[src/rtl/vga_pixel_scheduler_if.sv]
// Pixel-scheduler bus: sprite-layer requests/colours in, VGA timing, coordinates and pixel word out.
interface vga_pixel_scheduler_if;
   logic [2:0] layer_req;
   logic [7:0] layer0_rgb;
   logic [7:0] layer1_rgb;
   logic [7:0] layer2_rgb;
   logic [7:0] bg_rgb;
   logic [9:0] pix_x;
   logic [9:0] pix_y;
   logic       pix_tick;
   logic       active;
   logic       hsync;
   logic       vsync;
   logic       frame_start;
   logic [7:0] rgb_out;

   modport master (
      input  layer_req, layer0_rgb, layer1_rgb, layer2_rgb, bg_rgb,
      output pix_x, pix_y, pix_tick, active, hsync, vsync, frame_start, rgb_out
   );

   modport slave (
      output layer_req, layer0_rgb, layer1_rgb, layer2_rgb, bg_rgb,
      input  pix_x, pix_y, pix_tick, active, hsync, vsync, frame_start, rgb_out
   );
endinterface

[src/rtl/vga_pixel_scheduler.sv]
// VGA timing generator plus fixed-priority sprite/background arbiter producing a registered RRRGGGBB word.
// Optional feature: define TEST_PATTERN_EN to add a test_mode input selecting 8 vertical colour bars.
module vga_pixel_scheduler #(
   parameter int CLK_DIV  = 2,
   parameter int H_ACTIVE = 640,
   parameter int H_FP     = 16,
   parameter int H_SYNC   = 96,
   parameter int H_BP     = 48,
   parameter int V_ACTIVE = 480,
   parameter int V_FP     = 10,
   parameter int V_SYNC   = 2,
   parameter int V_BP     = 33
) (
   input  logic clk,
   input  logic rst,
`ifdef TEST_PATTERN_EN
   input  logic test_mode,
`endif
   vga_pixel_scheduler_if.master vga
);
   localparam int H_TOTAL = H_ACTIVE + H_FP + H_SYNC + H_BP;
   localparam int V_TOTAL = V_ACTIVE + V_FP + V_SYNC + V_BP;
   localparam logic [9:0] H_LAST   = 10'(H_TOTAL - 1);
   localparam logic [9:0] V_LAST   = 10'(V_TOTAL - 1);
   localparam logic [9:0] H_FP_AT  = 10'(H_ACTIVE);
   localparam logic [9:0] H_SY_AT  = 10'(H_ACTIVE + H_FP);
   localparam logic [9:0] H_BP_AT  = 10'(H_ACTIVE + H_FP + H_SYNC);
   localparam logic [9:0] V_FP_AT  = 10'(V_ACTIVE);
   localparam logic [9:0] V_SY_AT  = 10'(V_ACTIVE + V_FP);
   localparam logic [9:0] V_BP_AT  = 10'(V_ACTIVE + V_FP + V_SYNC);
   localparam int DIV_W = (CLK_DIV > 1) ? $clog2(CLK_DIV) : 1;
   localparam logic [DIV_W-1:0] DIV_LAST = DIV_W'(CLK_DIV - 1);

   typedef enum logic [1:0] {REG_ACTIVE, REG_FRONT, REG_SYNC, REG_BACK} region_t;

   function automatic region_t region_of(input logic [9:0] cnt, input logic [9:0] fp_at,
                                         input logic [9:0] sy_at, input logic [9:0] bp_at);
      if (cnt < fp_at)      return REG_ACTIVE;
      else if (cnt < sy_at) return REG_FRONT;
      else if (cnt < bp_at) return REG_SYNC;
      else                  return REG_BACK;
   endfunction

   logic [DIV_W-1:0] div_cnt_reg, div_cnt_next;
   logic [9:0]       h_cnt_reg, h_cnt_next;
   logic [9:0]       v_cnt_reg, v_cnt_next;
   region_t          h_region_reg, h_region_next;
   region_t          v_region_reg, v_region_next;
   logic             active_reg, active_next;
   logic             hsync_reg, hsync_next;
   logic             vsync_reg, vsync_next;
   logic             frame_start_reg, frame_start_next;
   logic [7:0]       rgb_out_reg, rgb_out_next;
   logic             tick;
   logic             h_wrap, v_wrap, blank;
   logic [7:0]       pixel_rgb;

   always_ff @(posedge clk or posedge rst) begin
      if (rst) begin
         div_cnt_reg     <= '0;
         h_cnt_reg       <= '0;
         v_cnt_reg       <= '0;
         h_region_reg    <= REG_ACTIVE;
         v_region_reg    <= REG_ACTIVE;
         active_reg      <= 1'b0;
         hsync_reg       <= 1'b1;
         vsync_reg       <= 1'b1;
         frame_start_reg <= 1'b0;
         rgb_out_reg     <= 8'h00;
      end else begin
         div_cnt_reg     <= div_cnt_next;
         h_cnt_reg       <= h_cnt_next;
         v_cnt_reg       <= v_cnt_next;
         h_region_reg    <= h_region_next;
         v_region_reg    <= v_region_next;
         active_reg      <= active_next;
         hsync_reg       <= hsync_next;
         vsync_reg       <= vsync_next;
         frame_start_reg <= frame_start_next;
         rgb_out_reg     <= rgb_out_next;
      end
   end

   always_comb begin
      // Masked by rst so the strobe reads 0 during reset even when CLK_DIV=1.
      tick   = (div_cnt_reg == DIV_LAST) && !rst;
      h_wrap = (h_cnt_reg == H_LAST);
      v_wrap = (v_cnt_reg == V_LAST);

      div_cnt_next = tick ? '0 : div_cnt_reg + DIV_W'(1);
      h_cnt_next   = h_cnt_reg;
      v_cnt_next   = v_cnt_reg;
      if (tick) begin
         h_cnt_next = h_wrap ? 10'd0 : h_cnt_reg + 10'd1;
         if (h_wrap) v_cnt_next = v_wrap ? 10'd0 : v_cnt_reg + 10'd1;
      end

      // Region registers always track the counter value they will sit beside.
      h_region_next = region_of(h_cnt_next, H_FP_AT, H_SY_AT, H_BP_AT);
      v_region_next = region_of(v_cnt_next, V_FP_AT, V_SY_AT, V_BP_AT);
      blank = (h_region_reg != REG_ACTIVE) || (v_region_reg != REG_ACTIVE);

      pixel_rgb = vga.bg_rgb;
      if (vga.layer_req[0])      pixel_rgb = vga.layer0_rgb;
      else if (vga.layer_req[1]) pixel_rgb = vga.layer1_rgb;
      else if (vga.layer_req[2]) pixel_rgb = vga.layer2_rgb;
`ifdef TEST_PATTERN_EN
      if (test_mode) begin
         case (h_cnt_reg / 10'd80)
            10'd0:   pixel_rgb = 8'hFF;
            10'd1:   pixel_rgb = 8'hFC;
            10'd2:   pixel_rgb = 8'h1F;
            10'd3:   pixel_rgb = 8'h1C;
            10'd4:   pixel_rgb = 8'hE3;
            10'd5:   pixel_rgb = 8'hE0;
            10'd6:   pixel_rgb = 8'h03;
            default: pixel_rgb = 8'h00;
         endcase
      end
`endif

      active_next      = active_reg;
      hsync_next       = hsync_reg;
      vsync_next       = vsync_reg;
      rgb_out_next     = rgb_out_reg;
      frame_start_next = tick && h_wrap && v_wrap;
      if (tick) begin
         active_next  = !blank;
         hsync_next   = (h_region_reg != REG_SYNC);
         vsync_next   = (v_region_reg != REG_SYNC);
         rgb_out_next = blank ? 8'h00 : pixel_rgb;
      end
   end

   assign vga.pix_x       = h_cnt_reg;
   assign vga.pix_y       = v_cnt_reg;
   assign vga.pix_tick    = tick;
   assign vga.active      = active_reg;
   assign vga.hsync       = hsync_reg;
   assign vga.vsync       = vsync_reg;
   assign vga.frame_start = frame_start_reg;
   assign vga.rgb_out     = rgb_out_reg;
endmodule

[src/flat_wrapper.sv]
// flat-port wrapper written by rule: the top's interface ports become plain ports
module vga_pixel_scheduler_flat 
#(
   parameter int CLK_DIV  = 2,
   parameter int H_ACTIVE = 640,
   parameter int H_FP     = 16,
   parameter int H_SYNC   = 96,
   parameter int H_BP     = 48,
   parameter int V_ACTIVE = 480,
   parameter int V_FP     = 10,
   parameter int V_SYNC   = 2,
   parameter int V_BP     = 33
)
  (clk, rst, vga_layer_req, vga_layer0_rgb, vga_layer1_rgb, vga_layer2_rgb, vga_bg_rgb, vga_pix_x, vga_pix_y, vga_pix_tick, vga_active, vga_hsync, vga_vsync, vga_frame_start, vga_rgb_out);
  vga_pixel_scheduler_if vga_i ();
  input  logic clk;
  input  logic rst;
  input wire logic [$bits(vga_i.layer_req)-1:0] vga_layer_req;
  input wire logic [$bits(vga_i.layer0_rgb)-1:0] vga_layer0_rgb;
  input wire logic [$bits(vga_i.layer1_rgb)-1:0] vga_layer1_rgb;
  input wire logic [$bits(vga_i.layer2_rgb)-1:0] vga_layer2_rgb;
  input wire logic [$bits(vga_i.bg_rgb)-1:0] vga_bg_rgb;
  output wire logic [$bits(vga_i.pix_x)-1:0] vga_pix_x;
  output wire logic [$bits(vga_i.pix_y)-1:0] vga_pix_y;
  output wire logic [$bits(vga_i.pix_tick)-1:0] vga_pix_tick;
  output wire logic [$bits(vga_i.active)-1:0] vga_active;
  output wire logic [$bits(vga_i.hsync)-1:0] vga_hsync;
  output wire logic [$bits(vga_i.vsync)-1:0] vga_vsync;
  output wire logic [$bits(vga_i.frame_start)-1:0] vga_frame_start;
  output wire logic [$bits(vga_i.rgb_out)-1:0] vga_rgb_out;
  assign vga_i.layer_req = vga_layer_req;
  assign vga_i.layer0_rgb = vga_layer0_rgb;
  assign vga_i.layer1_rgb = vga_layer1_rgb;
  assign vga_i.layer2_rgb = vga_layer2_rgb;
  assign vga_i.bg_rgb = vga_bg_rgb;
  assign vga_pix_x = vga_i.pix_x;
  assign vga_pix_y = vga_i.pix_y;
  assign vga_pix_tick = vga_i.pix_tick;
  assign vga_active = vga_i.active;
  assign vga_hsync = vga_i.hsync;
  assign vga_vsync = vga_i.vsync;
  assign vga_frame_start = vga_i.frame_start;
  assign vga_rgb_out = vga_i.rgb_out;
  vga_pixel_scheduler #(.CLK_DIV(CLK_DIV), .H_ACTIVE(H_ACTIVE), .H_FP(H_FP), .H_SYNC(H_SYNC), .H_BP(H_BP), .V_ACTIVE(V_ACTIVE), .V_FP(V_FP), .V_SYNC(V_SYNC), .V_BP(V_BP)) u_core (.clk(clk), .rst(rst), .vga(vga_i));
endmodule
[config.mk]
export PLATFORM = sky130hd
export DESIGN_NAME = vga_pixel_scheduler_flat
export DESIGN_NICKNAME = d
export VERILOG_FILES = /design/src/rtl/vga_pixel_scheduler_if.sv /design/src/rtl/vga_pixel_scheduler.sv /design/src/flat_wrapper.sv
export SDC_FILE = /design/constraint.sdc
export NUM_CORES = 1
export LEC_CHECK = 0
export CAP_MARGIN = 10
export CORE_ASPECT_RATIO = 0.6
export CORE_MARGIN = 2
export CORE_UTILIZATION = 47
export CTS_CLUSTER_SIZE = 30
export DETAILED_ROUTE_END_ITERATION = 10
export PLACE_DENSITY = 0.81
export SYNTH_ARGS = -nofsm -noshare
export SYNTH_HDL_FRONTEND = slang
export SYNTH_SLANG_ARGS = --single-unit
export TNS_END_PERCENT = 30
[constraint.sdc]
create_clock -name clk -period 3.35 [get_ports clk]
set_clock_uncertainty 0.2 [all_clocks]
set_input_delay 0.5025 -clock clk [delete_from_list [all_inputs] [get_ports clk]]
set_output_delay 0.5025 -clock clk [all_outputs]
set_load 0.05 [all_outputs]
# After elaboration in Yosys (flattened, before gate mapping)
# Cells that the tools add are included.
[word_totals] output_inout_bits=33 in_bits=37 wordCells=47 ff_bits=37
[classes] addsub=3 muxes=16 eq_ne=4 magnitude_cmp=6 n_reduce_logical=8
[op_table] operator="$mux W10" count=5
[op_table] operator="$mux W8" count=4
[op_table] operator="$lt A10 B10 Y1 const B" count=3
[op_table] operator="$lt A10 B9 Y1 const B" count=3
[op_table] operator="$add A10 B1 Y10 const B" count=2
[op_table] operator="$eq A10 B10 Y1 const B" count=2
[op_table] operator="$mux W2" count=4
[op_table] operator="$ne A2 B2 Y1 const B" count=2
[op_table] operator="$reduce_bool A2 Y1" count=2
[op_table] operator="$logic_and A1 B1 Y1" count=3
[op_table] operator="$mux W1" count=3
[op_table] operator="$logic_not A1 Y1" count=2
[op_table] operator="$add A1 B1 Y1 const B" count=1
[op_table] operator="$logic_or A1 B1 Y1" count=1

# Depth between registers and ports, before layout
[logic_depth] ltp_word=8 depth_mapped=8 ltp_nobuf=8

# Worst setup path before layout
# Ideal clock, no wire load.
[synth_timing] path_type="flip-flop to flip-flop" from="register u_core.h_cnt_reg[7] (netlist: u_core.vga.pix_x[7])" to="register u_core.v_region_reg[1]" setup_slack_ns=0.508 required_ns=3.031 path_stages_with_launch=8 setup_ns=0.119 n_path_buf=2 period_less_slack_ns=2.842 arrival_ns=2.523 cell_sequence="dfrtp_1 > buf_6 > or4b_4 > buf_6 > or4_4 > o31a_1 > and4_4 > a2bb2oi_2"
[synth_via] elab_chain_len=6 word_cells_on_any_way=7 cone_classes="order compare: 2; eq/ne: 1; mux: 4"
[synth_lines] item="from (decl)" line_no="vga_pixel_scheduler.sv:45" source="logic [9:0] h_cnt_reg, h_cnt_next;"
[synth_lines] item="from (signal assigned)" line_no="vga_pixel_scheduler.sv:72" source="h_cnt_reg <= h_cnt_next;"
[synth_lines] item="$eq A10 B10 Y1 *" line_no="vga_pixel_scheduler.sv:87" source="h_wrap = (h_cnt_reg == H_LAST);"
[synth_lines] item="$mux W10 *" line_no="vga_pixel_scheduler.sv:95" source="if (h_wrap) v_cnt_next = v_wrap ? 10'd0 : v_cnt_reg + 10'd1;"
[synth_lines] item="$mux W10 *" line_no="vga_pixel_scheduler.sv:93" source="if (tick) begin"
[synth_lines] item="$lt A10 B9 Y1" line_no="vga_pixel_scheduler.sv:39" source="else if (cnt < sy_at) return REG_FRONT;"
[synth_lines] item="$mux W2" line_no="vga_pixel_scheduler.sv:39"
[synth_lines] item="$mux W2 *" line_no="vga_pixel_scheduler.sv:38" source="if (cnt < fp_at) return REG_ACTIVE;"
[synth_lines] item="via u_core.v_region_next[1]" line_no="vga_pixel_scheduler.sv:48" source="region_t v_region_reg, v_region_next;"
[synth_lines] item="to (signal assigned)" line_no="vga_pixel_scheduler.sv:75" source="v_region_reg <= v_region_next;"
[synth_lines] item="to (decl)" line_no="vga_pixel_scheduler.sv:48"
# The timed path passes the listed nets; every way through them passes the cells marked *.
# A chain may end at the register's enable or synchronous reset.

# Final worst setup path
[layout_timing] from="input rst" to="output vga_pix_tick"
[layout_via] elab_chain_len=2
[layout_lines] item="from (decl)" line_no="flat_wrapper.sv:17" source="input logic rst;"
[layout_lines] item="$logic_not A1 Y1" line_no="vga_pixel_scheduler.sv:86" source="tick = (div_cnt_reg == DIV_LAST) && !rst;"
[layout_lines] item="$logic_and A1 B1 Y1" line_no="vga_pixel_scheduler.sv:86"
[layout_lines] item="to (decl)" line_no="flat_wrapper.sv:25" source="output wire logic [$bits(vga_i.pix_tick)-1:0] vga_pix_tick;"
# Every way passes these cells.

==> impl_metrics.csv <==
group,metric,value,unit
outcome,status,"completed",
setup_path,crit_arrival,2070,ps
worst_hold_path,hp-start,"u_core.h_region_reg[1]",
sta,period_needed,2770,ps
sta,fmax,361,MHz
setup_path,worst_setup_path_start_kind,"input pin",
cells_and_area,final_area,3050,sq um
sta,finalHoldViolations,0,
die,die_w,93.2,um
sta,hold_ws,231,ps
die,initial_core_util,48.9,%
global_routing,grt_pass1_wl,9.91,mm
routing,drc,0,
sta,post-route-period-util,82.7,%
routing,num_vias,2048,
routing,dr.pass1.iters,4,
clock_network,cts_sinks,37,
synth,syn_area_per_cell,8.97,sq um
placement,pre_cts_slack,409,ps
placement,portBuffers,69,
cells_and_area,fill_cells,378,
cells_and_area,diodes,0,
sta,drv_slew,0,
routing,first_iter_violations,169,
placement,gp_congestion,0.878,
routing,via_per_inst,5.38,
clock_network,cts_setup_buffers,0,
sta,setup_tns,0,ps
setup_path,r2r_cells,6,
global_routing,grt_pass1_vias,2019,
global_routing,grt_overflow,0,
pwr,p_switching,0.000428,W
synth,syn_inst,250,
job,drv_cap,0,
pwr,p_int,0.000772,W
synth,ys_seq_elements,37,
setup_path,r2r-end,"u_core.v_region_reg[1]",
synth,synth-seq-area-share,41.4,%
clock_network,holdBufCountCts,0,
worst_hold_path,hp-class,"reg2reg",
clock_network,cts.reportedPaths.clkPinSlew,70,ps
cells_and_area,nets,357,
pwr,p_clk_share,24.6,%
setup_path,r2r_slack,670,ps
clock_network,cts_tree,"built",
setup_path,max_stage_delay,520,ps
routing,routedWlPerCell,14.9,um
die,ios,70,
placement,place_area,2970,sq um
synth,synth_cell_types,53,
clock_network,htree_levels,2,
synth,async_flop_share,100,%
pwr,p_per_area,393,nW/um^2
routing,wirelength,5.66,mm
worst_hold_path,hold_depth,1,
sta,worstMarginPinSlew,555,ps
pwr,combPwrFrac,31.8,%
synth,syn-cell-area,2240,sq um
cells_and_area,utilization,66.5,%
setup_path,end_kind,"output port",
die,fp-row-count,19,
synth,synth_edf_count,0,
global_routing,grt_max_degree,24,
setup_path,cp_max_fo,9,
setup_path,crit_type,"in2out",
sta,setup_violations,0,
synth,synthesis.nets,290,
routing,ant_nets,0,
die,dieArea,5360,sq um
global_routing,antenna_found_initial,0,
pwr,ir_drop,0.262,mV
pwr,p_seq_share,43.6,%
setup_path,cp_cell_sequence,"clkdlybuf4s50_1 > nand2b_1 > buf_4 > clkinv_1 > buf_4",
setup_path,critPathSlowestCell,"clkdlybuf4s50_1",
global_routing,grt_usage,23.5,%
cells_and_area,syn_to_final_growth,35.9,%
synth,yosysWarnings,0,
cells_and_area,drive_above_1_share,8.81,%
sta,rsz0062_at_grt,"no",
placement,hpwl,4.34,mm
clock_network,cts-root-buf,"clkbuf_8",
pwr,p_leak,1.36,nW
clock_network,clkLatencyLatePin,290,ps
synth,synth_flop_cell,"dfrtp_1",
clock_network,cts_resized,0,
clock_network,numCtsBuffers,5,
setup_path,crit_path_frequent_cell,"buf_4",
die,fp.dieH,57.5,um
setup_path,worstPathRequired,2650,ps
die,core,4590,sq um
worst_hold_path,holdPathEnd,"u_core.vga.hsync",
clock_network,cts_buffer_depth,2,
pwr,swShare,35.6,%
sta,relSlewSlack,62.9,%
sta,layout_setup_ws,579,ps
setup_path,reg2reg_from,"u_core.vga.pix_x[7]",
## critical path: cells and delay by family
kind / cells / cell delay, ps
and+or+nand+nor: 1 / 300
buffers and inverters: 4 / 1250
## power by group through the flow
| stage | sequential, W | clock, W | combinational [W] |
|---|---|---|---|
| 6_report | 0.000523 | 0.000295 | 0.000382 |
| 5_1_grt | 0.000529 | 0.000326 | 0.000406 |
| 4_1_cts | 0.000523 | 0.000305 | 0.000383 |
| 3_5_place_dp | 0.000529 | 0 | 0.000382 |
| 3_3_place_gp | 0.000529 | 0 | 0.000377 |
| 2_1_floorplan | 0.000647 | 0 | 0.000124 |
## synth_stat cells, types with 2 or more instances
library cell  count  area (sq um)
mux2i_1           9          90.1
nor3_1            7          35.0
nor4_2            2          25.0
nand4b_1          2          17.5
a21o_1            4          30.0
or4_1             2          15.0
buf_6             2          22.5
a31oi_1           5          31.3
dfrtp_1          35           876
nand3b_1          2          15.0
inv_1            14          52.6
xnor2_1           9          78.8
nor4_4            2          42.5
ha_1              3          37.5
nor2_1           27           101
o21ai_1           3          15.0
nand4_1           3          18.8
a41oi_1           2          17.5
o21ai_0          14          70.1
xor2_1            5          43.8
or3_1             2          12.5
dfstp_2           2          52.6
nand2_1          26          97.6
nand3_1          12          60.1
or4_4             2          22.5
a21oi_1          18          90.1
clkbuf_1          9          33.8
nor3b_1           2          15.0
## stage by stage
| step | std cells | total power (W) |
|---|---|---|
| floorplan | 250 | 0.000772 |
| global placement | 373 | 0.000906 |
| detailed placement | 373 | 0.000911 |
| CTS | 381 | 0.00121 |
| global route | 381 | 0.00126 |
| finish | 381 | 0.00120 |
## area by class of cell
class / instances / area (sq um) / share of cell area [%]
multi-input combinational: 185 / 1180 / 38.9
sequential: 37 / 928 / 30.4
timing repair buffer: 73 / 718 / 23.6
tap: 63 / 78.8 / 2.59
clock buffer: 6 / 72.6 / 2.38
inverter: 15 / 56.3 / 1.85
clock inverter: 2 / 10.0 / 0.328
## cell usage in the layout, fill, tap and decap left out, drive strengths merged, types with 3 or more instances in the layout
master	count
clkbuf	6
nor3	7
clkinv	3
clkdlybuf4s50	68
a21o	5
nor2	27
xnor2	9
dfrtp	35
ha	3
nor4	5
inv	14
mux2i	9
buf	5
nand4	3
o21ai	18
nand2	26
a21oi	18
nand3	13
or4	4
a31oi	5
xor2	5
## routing by layer
metal  up-vias  track usage (%)  share of wire (%)
met5         -                0                  0
met4         0             5.04               0.99
met3         8             5.68                6.5
met2        49             34.9                 43
met1       973             35.3                 50
li1       1018                -                  -
## worst max path at each step
| stage | from | to | slack [ps] | depth (start not counted) |
|---|---|---|---|---|
| after global routing | rst | u_core.v_region_reg[1] | 460 | 8 |
| after global placement | rst | u_core.v_region_reg[1] | 470 | 8 |
| after floorplan | u_core.vga.pix_x[7] | u_core.v_region_reg[1] | 510 | 7 |
| final | rst | vga_pix_tick | 580 | 5 |
| after CTS | rst | vga_pix_tick | 590 | 5 |
| after detailed placement | rst | u_core.v_region_reg[1] | 410 | 8 |
## cell families (layout without fill, tap and decap cells)
kind of cell	count (synthesis)	after routing	share of synthesized area, %
xor gates and xnor gates	14	14	5.47
AOI/OAI and AO/OA	56	56	15.4
muxes	10	10	4.68
adders and majority gates	3	3	1.67
DFF	37	37	41.4
buffers and inverters	28	96	5.80
and+or+nand+nor	102	102	25.5
Note: power is estimated with default switching activity, not from simulation.
==> patch: new RTL, same flow settings <==
The 4 values of `region_t` get a one-hot encoding in 4 bits.
--- a/src/rtl/vga_pixel_scheduler.sv
+++ b/src/rtl/vga_pixel_scheduler.sv
@@ -31,7 +31,7 @@
    localparam int DIV_W = (CLK_DIV > 1) ? $clog2(CLK_DIV) : 1;
    localparam logic [DIV_W-1:0] DIV_LAST = DIV_W'(CLK_DIV - 1);
 
-   typedef enum logic [1:0] {REG_ACTIVE, REG_FRONT, REG_SYNC, REG_BACK} region_t;
+   typedef enum logic [3:0] {REG_ACTIVE = 4'b0001, REG_FRONT = 4'b0010, REG_SYNC = 4'b0100, REG_BACK = 4'b1000} region_t;
 
    function automatic region_t region_of(input logic [9:0] cnt, input logic [9:0] fp_at,
                                          input logic [9:0] sy_at, input logic [9:0] bp_at);
Formal check against the unedited RTL: same outputs for any inputs over 10 cycles, from zero or initial values and one cycle with rst high; not proved beyond that.
==> patch against the original RTL <==
- area after synthesis rose by 4.3%
- sequential share of layout area up 1.4 points
- utilization increased by 2.7 points
- routed wire length is 11% higher
- total power is 30% higher
- setup slack got worse by 0.025 ns
- final area increased by 6.2%
- sequential power is 16% higher
- global-route usage grew 0.26 points
- sequential cell count grew 4
- largest cell class unchanged
- critical path type is now reg2reg
- via count rose by 8.4%
==> patch: results (changes against the original RTL) <==
| Result | Reported | Change |
|:---|:---|:---|
| Run status | completed |  |
| Nets in the synthesized netlist | 291 | +0.34% |
| Main area contributors after synthesis | sky130_fd_sc_hd__dfrtp_1 (40%), sky130_fd_sc_hd__mux2i_1 (6.8%), sky130_fd_sc_hd__nand2_1 (5.3%) |  |
| RePlAce Congestion | 0.968 | +10% |
| Iteration count of the initial detailed-routing pass | 5 | +1 |
| Part of the Yosys area used for sequential elements | 0.441 | +0.0268 |
| Via-per-instance ratio | 5.81 | +8.2% |
| Leakage power figure | 1.38 nW | +1.7% |
| GRT Total Usage | 0.238 | +0.00261 |
| Fill cell instance count of the final layout | 347 | -8.2% |
| Leading cell types by count after synthesis | sky130_fd_sc_hd__dfrtp_1 (37), sky130_fd_sc_hd__nand2_1 (33), sky130_fd_sc_hd__o21ai_0 (22), sky130_fd_sc_hd__mux2i_1 (16), sky130_fd_sc_hd__inv_1 (14) |  |
| Worst min-delay path endpoint | u_core.div_cnt_reg$_DFF_PP0_ |  |
| Worst setup slack for register-to-register paths | 0.55 ns | -0.12 ns |
| Source of the worst register-to-register timing path | u_core.vga.pix_y[1]$_DFF_PP0_ |  |
| Worst VDD drop | 0.000365 V | +40% |
| 1st-iter DRT viols | 202 | +20% |
| Net count, final | 358 | +0.28% |
| Crit-path slowest cell | sky130_fd_sc_hd__dfrtp_1 |  |
| Number of global-route vias before repair | 1957 | -3.1% |
| First-pass GRT wire length | 9960 µm | +0.56% |
| Slew at the pin closest to its max-slew limit | 0.770 ns | +0.215 ns |
| Beginning of the worst hold path | u_core.div_cnt_reg$_DFF_PP0_ |  |
| Clock-pin slew reported for the worst setup and hold paths after clock tree synthesis | 0.08 ns |  |
| Highest cell delay on the worst timing path | 0.56 ns | +0.04 ns |
| DP HPWL | 4920 µm | +14% |
| Pin count of the biggest net entering global routing | 24 | unchanged |
| Kind of critical path | reg2reg |  |
| Highest clock frequency the design can meet | 0.358 GHz | -0.88% |
| Pre-CTS setup slack | 0.319 ns | -0.0898 ns |
| Share of post-route cells with drive strength above 1 | 0.0752 | -0.0128 |
| Endpoint of the worst setup timing path | u_core.v_region_reg[2]$_DFF_PP0_ |  |
| Cell family with the largest share of critical-path delay | simple AND/OR/NAND/NOR gates |  |
| Routed wire per std cell | 16.5 µm | +11% |
| Number of cells traversed by the worst register-to-register path | 6 | unchanged |
| Count of cell types in the netlist | 48 | -9.4% |
| Data arrival time of the critical path | 2.77 ns | +0.70 ns |
| Maximum fanout encountered on the critical timing path | 10 | +1 |
-- patch: cell types whose count changed after synthesis, sizes merged, moves of 5 or more --
cell   before  now
nor2       27    7
a21oi      18    8
mux2i       9   16
nand2      26   33
o31ai       0    5
-- patch: layout make-up --
| class | instances | area share |
|---|---|---|
| Clock buffer | 5 | 0.0213 |
| Clock inverter | 3 | 0.0201 |
| Inverter | 14 | 0.0162 |
| Multi-Input combinational cell | 181 | 0.369 |
| Sequential cell | 41 | 0.319 |
| Tap cell | 63 | 0.0244 |
| Timing Repair Buffer | 75 | 0.230 |
-- patch: per-layer routing --
metal,GRT usage,part of all wire,up-vias
met4,0.0559,0.0089,0
li1,-,-,1047
met5,0,0,-
met1,0.378,0.51,1065
met2,0.305,0.40,98
met3,0.0807,0.080,11
-- patch: metrics by stage --
stage	total power [mW]	hold slack (ns)	area (µm²)	utilization	instances
2_1_floorplan	0.909	0.244	2340	-	251
3_3_place_gp	1.09	0.263	3100	0.663	374
3_5_place_dp	1.10	0.274	3100	0.663	374
4_1_cts	1.57	0.284	3240	0.691	382
5_1_grt	1.62	0.308	3240	0.691	382
6_report	1.56	0.284	3240	0.691	382
-- patch: cells by family after synthesis --
family                     after synthesis  synth area share
and+or+nand+nor                        100             0.239
AOI/OAI and AO/OA                       47             0.130
DFF                                     41             0.441
buffers and inverters                   29            0.0487
muxes                                   17            0.0733
xor gates and xnor gates                14            0.0524
adders and majority gates                3            0.0160
-- patch: power breakdown --
group	internal (mW)	leakage [nW]	total, mW	switching (mW)
logic	0.185	0.797	0.485	0.300
registers	0.542	0.513	0.607	0.0646
clock network	0.296	0.0681	0.465	0.170
total	1.02	1.38	1.56	0.535
